<file path="src/rtl/trace_reader.sv">
// trace_reader: reads a run of entries out of a trace buffer and hands them to a consumer.
//
// Each entry is fetched by issuing one address request and collecting two response beats
// (low half first, then high half). The two halves are reassembled into one out beat.
// Only one request is in flight at a time.
//
// Ports
//   CLK, RST                    clock; synchronous active-high reset
//   start__ENA / start__RDY     begin a readout (accepted when both high, only in idle)
//   start_base, start_count     first entry address; number of entries (0..depth)
//   req_enq__ENA/__RDY, _v      address request to the trace buffer (zero-extended address)
//   rsp_enq__ENA/__RDY, _v      returned data beats, low half then high half
//   out_enq__ENA/__RDY, _v      reassembled entry {high, low} to the consumer
//   done                        one-cycle pulse when a readout completes or aborts
//   error                       sticky timeout flag, cleared when a start is accepted
//
// Optional feature
//   TRACE_READER_TIMEOUT_EN     when defined, an 8-bit watchdog aborts a readout that waits
//                               255 cycles for a response beat; when undefined, error is 0.
//
// width must equal 2*owidth, and owidth must be at least $clog2(depth).

module trace_reader #(
    parameter int unsigned depth  = 1024,
    parameter int unsigned width  = 64,
    parameter int unsigned owidth = 32
) (
    input  logic                       CLK,
    input  logic                       RST,

    input  logic                       start__ENA,
    output logic                       start__RDY,
    input  logic [$clog2(depth)-1:0]   start_base,
    input  logic [$clog2(depth):0]     start_count,

    output logic                       req_enq__ENA,
    input  logic                       req_enq__RDY,
    output logic [owidth-1:0]          req_enq_v,

    input  logic                       rsp_enq__ENA,
    output logic                       rsp_enq__RDY,
    input  logic [owidth-1:0]          rsp_enq_v,

    output logic                       out_enq__ENA,
    input  logic                       out_enq__RDY,
    output logic [width-1:0]           out_enq_v,

    output logic                       done,
    output logic                       error
);

    localparam int unsigned AW = $clog2(depth);
    localparam logic [AW-1:0] AddrMax = AW'(depth - 1);

    typedef enum logic [2:0] {
        StIdle,
        StIssue,
        StLow,
        StHigh,
        StEmit
    } state_e;

    state_e              state_q, state_d;
    logic [AW-1:0]       addr_q, addr_d;
    logic [AW:0]         rem_q, rem_d;
    logic [owidth-1:0]   low_q, low_d;
    logic [width-1:0]    data_q, data_d;
    logic                done_q, done_d;
    logic                done_now;

`ifdef TRACE_READER_TIMEOUT_EN
    logic [7:0]          wd_q, wd_d;
    logic                error_q, error_d;
`endif

    // ------------------------------------------------------------------
    // Next-state and outputs
    // ------------------------------------------------------------------
    always_comb begin
        state_d      = state_q;
        addr_d       = addr_q;
        rem_d        = rem_q;
        low_d        = low_q;
        data_d       = data_q;
        done_d       = 1'b0;
        done_now     = 1'b0;
        start__RDY   = 1'b0;
        req_enq__ENA = 1'b0;
        rsp_enq__RDY = 1'b0;
        out_enq__ENA = 1'b0;
`ifdef TRACE_READER_TIMEOUT_EN
        wd_d         = '0;
        error_d      = error_q;
`endif

        unique case (state_q)
            StIdle: begin
                start__RDY = 1'b1;
                if (start__ENA) begin
`ifdef TRACE_READER_TIMEOUT_EN
                    error_d = 1'b0;
`endif
                    if (start_count == '0) begin
                        // Empty readout: nothing to fetch, just report completion.
                        done_d = 1'b1;
                    end else begin
                        addr_d  = start_base;
                        rem_d   = start_count;
                        state_d = StIssue;
                    end
                end
            end

            StIssue: begin
                req_enq__ENA = 1'b1;
                if (req_enq__RDY) begin
                    state_d = StLow;
                end
            end

            StLow: begin
                rsp_enq__RDY = 1'b1;
                if (rsp_enq__ENA) begin
                    low_d   = rsp_enq_v;
                    state_d = StHigh;
                end
            end

            StHigh: begin
                rsp_enq__RDY = 1'b1;
                if (rsp_enq__ENA) begin
                    data_d  = {rsp_enq_v, low_q};
                    state_d = StEmit;
                end
            end

            StEmit: begin
                // data_q is held untouched until the consumer takes it.
                out_enq__ENA = 1'b1;
                if (out_enq__RDY) begin
                    rem_d  = rem_q - 1'b1;
                    addr_d = (addr_q == AddrMax) ? '0 : addr_q + 1'b1;
                    if (rem_q == (AW+1)'(1)) begin
                        done_now = 1'b1;
                        state_d  = StIdle;
                    end else begin
                        state_d = StIssue;
                    end
                end
            end

            default: begin
                state_d = StIdle;
            end
        endcase

`ifdef TRACE_READER_TIMEOUT_EN
        // Watchdog: counts consecutive cycles waiting for a beat; the 255th idle wait aborts.
        if ((state_q == StLow || state_q == StHigh) && !rsp_enq__ENA) begin
            wd_d = wd_q + 8'd1;
            if (wd_q == 8'd254) begin
                wd_d    = '0;
                low_d   = '0;
                error_d = 1'b1;
                done_d  = 1'b1;
                state_d = StIdle;
            end
        end
`endif
    end

    assign req_enq_v = owidth'(addr_q);
    assign out_enq_v = data_q;
    // Completion on the final transfer is immediate; empty readouts and aborts are registered.
    assign done      = done_q | done_now;

`ifdef TRACE_READER_TIMEOUT_EN
    assign error = error_q;
`else
    assign error = 1'b0;
`endif

    // ------------------------------------------------------------------
    // State registers
    // ------------------------------------------------------------------
    always_ff @(posedge CLK) begin
        if (RST) begin
            state_q <= StIdle;
            addr_q  <= '0;
            rem_q   <= '0;
            low_q   <= '0;
            data_q  <= '0;
            done_q  <= 1'b0;
`ifdef TRACE_READER_TIMEOUT_EN
            wd_q    <= '0;
            error_q <= 1'b0;
`endif
        end else begin
            state_q <= state_d;
            addr_q  <= addr_d;
            rem_q   <= rem_d;
            low_q   <= low_d;
            data_q  <= data_d;
            done_q  <= done_d;
`ifdef TRACE_READER_TIMEOUT_EN
            wd_q    <= wd_d;
            error_q <= error_d;
`endif
        end
    end

endmodule

</file>
<file path="config.mk">
export PLATFORM = sky130hd
export DESIGN_NAME = trace_reader
export DESIGN_NICKNAME = d
export VERILOG_FILES = /design/src/rtl/trace_reader.sv
export SDC_FILE = /design/constraint.sdc
export NUM_CORES = 1
export LEC_CHECK = 0
export BUFFER_PORTS_ARGS = -buffer_cell sky130_fd_sc_hd__buf_2
export CAP_MARGIN = 10
export CORE_AREA = 2 2 120 122
export CTS_CLUSTER_SIZE = 12
export DETAILED_ROUTE_END_ITERATION = 10
export DIE_AREA = 0 0 122 124
export GPL_TIMING_DRIVEN = 1
export MAX_ROUTING_LAYER = met4
export PLACE_DENSITY = 0.63
export RECOVER_POWER = 50
export SYNTH_ARGS = -nofsm -noshare
export SYNTH_HDL_FRONTEND = slang
export SYNTH_SLANG_ARGS = --single-unit
export TNS_END_PERCENT = 20
</file>
<file path="constraint.sdc">
create_clock -name CLK -period 1.9 [get_ports CLK]
set_clock_uncertainty 0.05 [all_clocks]
set_input_delay 0.38 -clock CLK [delete_from_list [all_inputs] [get_ports CLK]]
set_output_delay 0.38 -clock CLK [all_outputs]
set_load 0.005 [all_outputs]
</file>
Word level (Yosys, flattened, before mapping)
Cells that the tools add are included.
- add/subtract/negate cells: 2
- eq/ne operators: 12
- multiplexer cells: 25
- bitwise operators: 3
- reductions and logical operators: 9
- operator list (cell ; count):
    10-bit 2-to-1 mux ; 4
    11-bit 2-to-1 mux ; 3
    11-bit one-hot mux with 2 select lines ; 1
    10-bit one-hot mux with 2 select lines ; 1
    3-bit 2-to-1 mux ; 6
    3-bit one-hot mux with 5 select lines ; 1
    2-bit != test, second input constant ; 6
    11-bit by 1-bit == test with 1-bit output, second input constant ; 1
    11-bit zero test ; 1
    11-bit by 1-bit subtractor with 11-bit output, second input constant ; 1
    10-bit by 1-bit adder with 10-bit output, second input constant ; 1
    10-bit == test, second input constant ; 1
    1-bit 2-to-1 mux ; 9
    3-bit by 2-bit == test with 1-bit output, second input constant ; 2
    6-bit AND reduction ; 1
    2-bit AND reduction ; 2
    4-bit AND reduction ; 1
    3-bit by 1-bit == test with 1-bit output, second input constant ; 1
    3-bit == test, second input constant ; 1
    3-bit zero test ; 1
    3-bit OR reduction ; 1
    1-bit inverter ; 2
    2-bit nonzero test ; 1
    2-bit OR reduction ; 1
    1-bit bitwise OR ; 1
- register bits: 121
- bits of input ports: 59
- word-level logic and storage cells: 57

Logic depth before layout (Yosys ltp)
- depth in word-level cells: 5
- depth in mapped cells: 8

Worst setup path after synthesis
No wires, ideal clock.
- path kind: register to output
- start point: register rem_q[4]
- end point: output done
- arrival: 1.511 ns
- required time: 1.470 ns
- path slack: -0.041 ns
- stages on the path, launching flop included: 6
- cells stage by stage: dfxtp_1 or4_1 clkbuf_1 nor4_2 and3_1 a31o_2
- word-level cells in the longest chain between the ends: 5
- ends and longest elaborated chain (what ; RTL line ; source):
    start, declared ; 65 ; logic [AW:0] rem_q, rem_d;
    start signal, assigned ; 201 ; rem_q <= rem_d;
    11-bit by 1-bit == test with 1-bit output ; 143 ; if (rem_q == (AW+1)'(1)) begin
    1-bit 2-to-1 mux ; 143 ;
    1-bit 2-to-1 mux ; 140 ; if (out_enq__RDY) begin
    1-bit 2-to-1 mux ; 96 ; unique case (state_q)
    1-bit bitwise OR ; 175 ; assign done = done_q | done_now;
    end, declared ; 48 ; output logic done,
No other way between the ends.

Final worst setup path
Same ends and word-level chain as after synthesis.

==> impl_metrics.yaml <==
outcome:
  status: "finished with violations"
  violations: "negative setup slack"
finish:
  layout.nets: 857
  drive_gt1_share_pct: 20.5
  fill_cells: 1464
  diodes: 0
  final_area_sq_um: 6470
  stdcell_count: 988
  syn_to_final_growth_pct: 28.7
global_routing:
  grt_pass1_vias: 4468
  gr-usage-all-layers_pct: 17.7
  grtUsageMet1_pct: 21.1
  antenna_found_initial: 0
  grt_util_met3_pct: 4.62
  busiest_layer: "met2"
  grt_pass1_wl_um: 20700
  overflow: 0
  grt_max_degree: 65
  grt_use_met2_pct: 28.5
placed_design:
  portBuffers: 137
  post_dp_cell_area_sq_um: 5940
  dp_cells: 956
  dp.final_hpwl_um: 8760
  place_congestion: 0.847
clocking:
  cts_tree: "done"
  htreeDepth: 4
  postCtsSetupBuffers: 0
  path_clk_slew_ns: 0.06
  cts_buffers: 17
  cts_sinks: 121
  clock_latency_ns: 0.41
  cts-root-buf: "clkbuf_16"
  clock_path_buffers: 2
synthesis:
  synth_warnings: 0
  avgSynthCellArea_sq_um: 7.64
  synth-seq-cells: 121
  async_flop_share_pct: 0
  synth_area_sq_um: 5030
  synthDistinctLibCells: 45
  synth_edf_count: 0
  seq_area_frac_synth_pct: 48.2
  syn_inst: 658
  synth_top_flop_cell: "dfxtp_1"
floorplan:
  core_sq_um: 13700
  fp.dieW_um: 122
  start_util_pct: 36.7
  dieArea_sq_um: 15100
  die_h_um: 124
  rows: 43
  pin_count: 161
timing:
  slew_violations: 0
  setup_violations: 24
  worst_slack_ns: -0.462
  fmaxAchievable_mhz: 423
  hold_viol: 0
  rsz0062_at_grt: "true"
  finalCritPeriodShare_pct: 124
  worstMarginPinSlew_ns: 0.654
  slew_headroom_pct: 56.1
  fin_crit_ns: 2.36
detailed_routing:
  final_antenna_net_count: 0
  wl_per_cell_um: 13.1
  drc: 0
  drt_iter0_drc: 301
  routed_via_density: 4.86
  drt_pre_antenna_iters: 4
  num_vias: 4803
  finalWirelength_um: 12900
critical_path:
  path_buf_inv: 1
  crit_arrival_ns: 1.93
  path_max_fanout: 2
  cp_slowest_stage_delay_ns: 0.55
  critPathRequiredTime_ns: 1.47
  crit_type: "flop to output pin"
  cp_cell_sequence: "or4_4 -> nor4_4 -> and3_4 -> a31o_2 -> buf_2"
  crit_family: "simple AND/OR/NAND/NOR gates"
  end_kind: "output pin"
  crit_path_top_delay_cell: "or4_4"
  critPathLaunchType: "flop"
power_and_ir_drop:
  leakagePower_uw: 0.00248
  power_uw: 6460
  powerDensity_nw_per_um2: 997
  ir_worst_vdd_uv: 524
min_path:
  min_path_type: "primary input to flop"
flow_run:
  max_cap_violations: 0
==> through the flow <==
stage	setup slack, ns	setup TNS [ns]	util, %	hold WS (ns)
after global routing	-0.570	-10.71	47.2	0.153
after floorplan	-0.0231	-0.0231	-	0.382
final	-0.462	-2.08	47.2	0.166
after global placement	-0.0923	-0.0923	43.3	0.389
after detailed placement	-0.0940	-0.0940	43.3	0.392
after CTS	-0.486	-0.486	47.7	0.151
==> power breakdown <==
| part | leakage, uW | switching [uW] | total [uW] | internal [uW] |
|---|---|---|---|---|
| Clock | 0.000275 | 1190 | 3140 | 1950 |
| Sequential | 0.000980 | 62.2 | 2680 | 2620 |
| Combinational | 0.00123 | 370 | 633 | 263 |
==> synth_stat cells, types with 4 or more instances <==
| library cell | number | share of area, % |
|---|---|---|
| nand3_1 | 7 | 0.70 |
| nand2_1 | 210 | 16 |
| buf_4 | 23 | 3.4 |
| a211oi_1 | 5 | 0.75 |
| clkbuf_1 | 27 | 2.0 |
| inv_1 | 5 | 0.37 |
| a21oi_1 | 122 | 12 |
| nor3_1 | 11 | 1.1 |
| nor2_1 | 27 | 2.0 |
| buf_2 | 19 | 1.9 |
| nand2b_1 | 8 | 1.0 |
| dfxtp_1 | 121 | 48 |
| o32ai_1 | 4 | 0.70 |
| o21ai_0 | 12 | 1.2 |
| nor3b_1 | 5 | 0.75 |
==> layer usage <==
metal	vias to the layer above	share of wire, %
met3	12	5.8
met4	0	1.3
met2	139	47
met5	-	0
met1	2213	46
li1	2439	-
==> layout by cell type, fill, tap and decap left out, types with 3 or more instances in the layout <==
cell type,Yosys,final
a21o_1,3,3
a211oi_1,5,5
clkbuf_1,27,45
buf_12,0,3
dfxtp_1,121,120
conb_1,1,23
inv_1,5,5
buf_4,23,21
o21a_1,3,3
nand3b_1,3,3
a21oi_1,122,122
nand3_1,7,6
nor3b_1,5,5
nor4_1,3,3
o32ai_1,4,4
nand2b_1,8,8
nor2_1,27,27
nand2_1,210,210
buf_2,19,94
inv_6,0,3
o21ai_0,12,12
nor3_1,11,12
or3_1,3,3
clkinvlp_4,0,5
ha_1,3,3
clkbuf_16,0,17
clkbuf_8,0,4
==> cell type report <==
cell class              count  area (sq um)  area share (%)
flip-flops and latches    121          2420            37.4
multi-input cells         484          2330            35.9
repair buffers            165           883            13.6
clock buffers              21           480            7.42
well taps                 180           225            3.48
clock inverters            11           111            1.72
inverters                   6          25.0           0.386
==> repair_timing <==
item,4_1_cts,5_1_grt
endpoints found under the setup margin,3,9
endpoints found under the hold margin,0,0
gates resized for setup,5,4
hold buffers,0,0
==> registers in the layout, indices dropped and copies added (netlist names) <==
register / count
low_q: 32
addr_q: 10
state_q: 3
out_enq_v: 64
rem_q: 11
done_q: 1
==> cells by family (layout without fill, tap and decap cells) <==
group	count (synthesis)	in the layout	share of synthesized area, %
simple gates	293	293	24.9
other cells	1	23	0.0746
fa+ha+maj	3	3	0.746
compound gates	163	163	17.9
mux	2	2	0.423
buf+inv	75	203	7.79
flops	121	121	48.2
==> worst min-delay path: cells and delay by family <==
family / cells / cell delay (ns)
buffers and inverters: 1 / 0.11
AO/OA/AOI/OAI: 1 / 0.05
AND/OR/NAND/NOR: 1 / 0.05
==> path summary, 6_finish.rpt <==
| path | slack, ns | cells past startpoint | endpoint | startpoint |
|---|---|---|---|---|
| worst max-delay path | -0.46 | 5 | done | rem_q[4] |
| worst min-delay path | 0.17 | 3 | out_enq_v[58] | rsp_enq_v[26] |
| worst max register to register | -0.13 | 6 | addr_q[7] | state_q[2] |
| worst min register to register | 0.40 | 2 | out_enq_v[5] | low_q[5] |
Power figures use the tool's default switching activity.
